**src/rtl/pid_ctrl_mc.sv**
```systemverilog
// pid_ctrl_mc: time-multiplexed multi-channel fixed-point PID with clamped integrator, anti-windup and output saturation
// Define PID_DERIV_FILTER_EN to add a per-channel IIR filter on the derivative term.
module pid_ctrl_mc #(
    parameter int W = 19,
    parameter int FRAC = 15,
    parameter int NCH = 4,
    parameter int INT_LIM = 2**(W-1)-1,
    parameter int OUT_MAX = 2**(W-1)-1,
    parameter int OUT_MIN = -(2**(W-1)),
`ifdef PID_DERIV_FILTER_EN
    parameter int ALPHA_SH = 2,
`endif
    localparam int CH_W = (NCH > 1) ? $clog2(NCH) : 1
) (
    input  logic            clk,
    input  logic            rst,
    input  logic            in_valid,
    output logic            in_ready,
    input  logic [CH_W-1:0] in_ch,
    input  logic [W-1:0]    in_ref,
    input  logic [W-1:0]    in_meas,
    input  logic            cfg_we,
    input  logic [CH_W-1:0] cfg_ch,
    input  logic [1:0]      cfg_sel,
    input  logic [W-1:0]    cfg_data,
    input  logic            ch_clr,
    input  logic [CH_W-1:0] clr_ch,
    output logic            out_valid,
    output logic [CH_W-1:0] out_ch,
    output logic [W-1:0]    out_u,
    output logic            out_sat
);
    localparam int PW = 2*W-FRAC;
    localparam int SW = PW+2;
    localparam logic signed [2*W-1:0] RND = (2*W)'(2**(FRAC-1));

    typedef enum logic [2:0] {IDLE, ERR, MUL, SUM, OUT} state_t;
    state_t state, state_nx;

    logic [CH_W-1:0] ch;
    logic signed [W-1:0] ref_r, meas_r, e, d, int_new;
    logic signed [W-1:0] kp [NCH];
    logic signed [W-1:0] ki [NCH];
    logic signed [W-1:0] kd [NCH];
    logic signed [W-1:0] integ [NCH];
    logic signed [W-1:0] e_prev [NCH];
`ifdef PID_DERIV_FILTER_EN
    logic signed [W-1:0] df [NCH];
    logic signed [W:0] fd, fs;
`endif
    logic signed [PW-1:0] p, i_t, dd;
    logic signed [W-1:0] e_c, d_c, dk_c, int_c;
    logic signed [PW:0] int_sum;
    logic signed [SW-1:0] u_c;
    logic sat_hi, sat_lo, hi, lo, ch_ok, hold;

    function automatic logic signed [W-1:0] sat_w(input logic signed [W:0] x);
        return (x[W] != x[W-1]) ? {x[W], {(W-1){~x[W]}}} : x[W-1:0];
    endfunction

    function automatic logic signed [PW-1:0] scale(input logic signed [W-1:0] a, input logic signed [W-1:0] b);
        logic signed [2*W-1:0] x;
        x = (2*W)'(a) * (2*W)'(b) + RND;
        return PW'(x >>> FRAC);
    endfunction

    always_ff @(posedge clk) state <= rst ? IDLE : state_nx;

    always_comb begin
        state_nx = (state == IDLE) ? (in_valid ? ERR : IDLE) :
                   (state == ERR)  ? MUL :
                   (state == MUL)  ? SUM :
                   (state == SUM)  ? OUT : IDLE;
    end

    always_comb begin
        in_ready = state == IDLE;
        out_valid = state == OUT;
    end

    assign out_ch = ch;

    always_comb begin
        ch_ok = 32'(ch) < NCH;
        e_c = sat_w({ref_r[W-1], ref_r} - {meas_r[W-1], meas_r});
        d_c = sat_w({e_c[W-1], e_c} - {e_prev[ch][W-1], e_prev[ch]});
`ifdef PID_DERIV_FILTER_EN
        fd = {d_c[W-1], d_c} - {df[ch][W-1], df[ch]};
        fs = {df[ch][W-1], df[ch]} + (fd >>> ALPHA_SH);
        dk_c = fs[W-1:0];
`else
        dk_c = d_c;
`endif
        int_sum = (PW+1)'(integ[ch]) + (PW+1)'(i_t);
        int_c = (int_sum > (PW+1)'(INT_LIM)) ? W'(INT_LIM) :
                (int_sum < (PW+1)'(-INT_LIM)) ? W'(-INT_LIM) : int_sum[W-1:0];
        u_c = SW'(p) + SW'(int_c) + SW'(dd);
        hi = u_c > SW'(OUT_MAX);
        lo = u_c < SW'(OUT_MIN);
        // integrator is frozen only when it would push further into the clipped side
        hold = (sat_hi & ~i_t[PW-1] & (|i_t)) | (sat_lo & i_t[PW-1]);
    end

    always_ff @(posedge clk) begin
        if (rst) begin
            ch <= '0;
            ref_r <= '0;
            meas_r <= '0;
            e <= '0;
            d <= '0;
            p <= '0;
            i_t <= '0;
            dd <= '0;
            int_new <= '0;
            sat_hi <= 1'b0;
            sat_lo <= 1'b0;
            out_u <= '0;
            out_sat <= 1'b0;
            for (int k = 0; k < NCH; k++) begin
                integ[k] <= '0;
                e_prev[k] <= '0;
`ifdef PID_DERIV_FILTER_EN
                df[k] <= '0;
`endif
            end
        end else begin
            if (state == IDLE && in_valid) begin
                ch <= in_ch;
                ref_r <= in_ref;
                meas_r <= in_meas;
            end
            if (state == ERR) begin
                e <= e_c;
                d <= dk_c;
            end
            if (state == MUL) begin
                p <= scale(kp[ch], e);
                i_t <= scale(ki[ch], e);
                dd <= scale(kd[ch], d);
            end
            if (state == SUM) begin
                int_new <= int_c;
                sat_hi <= hi;
                sat_lo <= lo;
                out_u <= ch_ok ? (hi ? W'(OUT_MAX) : lo ? W'(OUT_MIN) : u_c[W-1:0]) : '0;
                out_sat <= ch_ok & (hi | lo);
            end
            if (state == OUT && ch_ok) begin
                if (!hold) integ[ch] <= int_new;
                e_prev[ch] <= e;
`ifdef PID_DERIV_FILTER_EN
                df[ch] <= d;
`endif
            end
            // placed last so a clear overrides a same-cycle commit
            if (ch_clr && 32'(clr_ch) < NCH) begin
                integ[clr_ch] <= '0;
                e_prev[clr_ch] <= '0;
`ifdef PID_DERIV_FILTER_EN
                df[clr_ch] <= '0;
`endif
            end
        end
    end

    always_ff @(posedge clk) begin
        if (rst) begin
            for (int k = 0; k < NCH; k++) begin
                kp[k] <= '0;
                ki[k] <= '0;
                kd[k] <= '0;
            end
        end else if (cfg_we && 32'(cfg_ch) < NCH) begin
            if (cfg_sel == 2'd0) kp[cfg_ch] <= cfg_data;
            if (cfg_sel == 2'd1) ki[cfg_ch] <= cfg_data;
            if (cfg_sel == 2'd2) kd[cfg_ch] <= cfg_data;
        end
    end
endmodule

```
**config.mk**
```make
export PLATFORM = sky130hd
export DESIGN_NAME = pid_ctrl_mc
export DESIGN_NICKNAME = d
export VERILOG_FILES = /design/src/rtl/pid_ctrl_mc.sv
export SDC_FILE = /design/constraint.sdc
export NUM_CORES = 2
export LEC_CHECK = 0
export BUFFER_PORTS_ARGS = -buffer_cell sky130_fd_sc_hd__clkbuf_2
export CAP_MARGIN = 20
export CORE_MARGIN = 8
export CORE_UTILIZATION = 67
export DETAILED_ROUTE_END_ITERATION = 10
export GPL_ROUTABILITY_DRIVEN = 0
export PLACE_DENSITY = 0.89
export SLEW_MARGIN = 20
export SYNTH_ARGS = -nofsm -noshare
export SYNTH_HDL_FRONTEND = slang
export SYNTH_SLANG_ARGS = --single-unit
```
**constraint.sdc**
```tcl
create_clock -name clk -period 17.2 [get_ports clk]
set_input_delay 2.58 -clock clk [delete_from_list [all_inputs] [get_ports clk]]
set_output_delay 2.58 -clock clk [all_outputs]
set_load 0.05 [all_outputs]
```
==> metrics.csv <==
metric;value;unit
status;finished, final reports clean;
syn_inst;6845;
synthSimpleGateAreaFrac;0.1641;
synthTopCellsByArea;fa_1, dfxtp_1, edfxtp_1;
ctsHoldBuffers;0;
rrSetupSlack;6.45;ns
met1_usage;0.3985;
cts_num_sinks;573;
cp.required;17.74;ns
worst_hold_slack;0.4602;ns
fin_skew;0.02479;ns
cts_max_level;2;
route.detailed.drc;0;
root_buffer;clkbuf_16;
critPathMaxStageDelay;1.03;ns
grt-busiest-layer;met2;
path_max_fanout;43;
synth_xor_area_frac;0.01961;
ys_top_cells_by_count;fa_1, inv_1, nand2_1;
dpl.cell_count;7921;
yosysWarnings;0;
die_h;331.2;µm
clk_pin_slew_worst_paths;0.06;ns
wl_per_cell;22.56;µm
synth_edf_count;228;
synth-main-ff-cell;dfxtp_1;
worst_pin_slew;1.140;ns
use_met3;0.09205;
hp-class;register to register;
crit_path_end_kind;register;
rows;115;
r2r-end;out_u[10];
grt_max_degree;219;
initial_core_util;0.6762;
seqCellArea;13770;µm²
yosysTopAreaCell;fa_1;
setup_viol;0;
cts_tree;done;
grt_pass1_wl;289000;µm
rr_worst_depth;29;
drtIter0Drc;5339;
ys_seq_elements;573;
utilization;0.7105;
syn_nets;8453;
cp-start-kind;register;
clk_latency;0.70;ns
fmax;0.09304;GHz
netlist.area_leader.share;0.3411;
fin_crit_sh;0.6249;
syn2layout_area_growth;5.061;%
antenna_found_initial;3;
drive_gt1_frac;0.06006;
cts_setup_buffers;0;
die_w;331.2;µm
yosysMostFrequentCell;fa_1;
hold_end;meas_r[1];
detail-route-antenna-nets;0;
gr-total-overflow;0;
synth_top_family_by_area;adder cells;
hold_viol_final;0;
dp_hpwl;132300;µm
grt_pass1_vias;54860;
clock_path_buffers;3;
synth_cell_types;88;
final.setup.tns;0;ns
synth_compound_area_frac;0.07381;
async_flop_share;0;
seq_area_frac_synth;0.2066;
num-fill-cells;6435;
vias;50700;
slew_headroom;0.2373;
multi_input_area;47240;µm²
min_path_cells;2;
worstPathArrival;11.29;ns
core_area;98420;µm²
first_pass_iters;10;
crit_type;register to register;
cts_buffers;60;
syn-cell-area;66560;µm²
synthMuxAreaShare;0.03339;
synthAdderAreaFrac;0.4176;
vias_per_cell;6.312;
final.min_clock_period;10.75;ns
drv_slew;0;
layout.nets;8304;
routed_wl;181200;µm
cts.repair.resized;0;
slowest_stage;dfxtp_4;
final_cell_count_no_fill;8032;
boundaryPins;94;
grt_usage;0.3366;
maxCapViolations;0;
die_area;109700;µm²
worstHoldStart;meas_r[1];
use_met2;0.5449;
numPortBuffers;93;
avgSynthCellArea;9.723;µm²
rsz0062_at_grt;false;
-- cells by family after synthesis --
family,after synthesis
muxes,103
DFF,573
xor gates and xnor gates,149
adders and majority gates,1542
and+or+nand+nor,2206
buffers and inverters,1499
AOI/OAI and AO/OA,773
-- layout by cell type, fill, tap and decap left out, types with 92 or more instances in the layout --
| cell | n |
|---|---|
| nor2_1 | 228 |
| mux4_2 | 95 |
| and2_1 | 579 |
| clkbuf_2 | 92 |
| edfxtp_1 | 228 |
| inv_1 | 1124 |
| fa_1 | 1134 |
| a21oi_1 | 332 |
| o21ai_0 | 112 |
| dfxtp_1 | 339 |
| nand2_1 | 962 |
| xnor2_1 | 103 |
| ha_1 | 404 |
-- routing by layer --
layer,wire (µm),vias to the layer above
met2,83720,3499
met3,22880,1009
met5,13,-
li1,-,21230
met4,13810,2
met1,60760,24960
-- worst max-delay path by stage --
stage                           end  slack, ns  depth (start not counted)
after floorplan            out_u[9]       7.78                         35
after global placement    out_u[11]       7.24                         29
after detailed placement  out_u[11]       7.07                         29
after CTS                 out_u[11]       6.95                         29
after global routing      out_u[11]       6.08                         29
final                     out_u[10]       6.45                         29
-- state kept, by name, indices dropped and copies added (netlist names), named ones only --
register / cells
d: 19
dd: 23
e: 19
e_prev: 76
i_t: 23
int_new: 19
integ: 76
kd: 76
ki: 76
kp: 76
meas_r: 19
out_ch: 2
out_sat: 1
out_u: 19
p: 23
ref_r: 19
sat_hi: 1
sat_lo: 1
state: 3
-- metrics by stage --
step | cell area, µm² | worst slack [ns]
2_1_floorplan | 66560 | 7.777
5_1_grt | 69920 | 6.082
3_5_place_dp | 67850 | 7.069
4_1_cts | 69920 | 6.946
3_3_place_gp | 67840 | 7.241
6_report | 69920 | 6.452
-- layout make-up --
type                    count  area share
inverters                1124     0.06034
repair buffers            164     0.01458
clock inverters            32    0.005816
well taps                1287     0.02303
diodes                      2  0.00007158
multi-input cells        4773      0.6756
clock buffers              77     0.02371
flip-flops and latches    573      0.1969
-- worst max-delay path, delay by kind of cell, from the launching register on --
family / cells / cell delay (ns)
simple gates: 7 / 2.77
mux: 1 / 0.64
buf+inv: 3 / 0.52
fa+ha+maj: 5 / 1.61
compound gates: 13 / 3.95
flops: 1 / 1.03
Power is left out: the tool's default activity adds up to more than one toggle a clock period on the data nets, which glitch-free logic cannot reach.
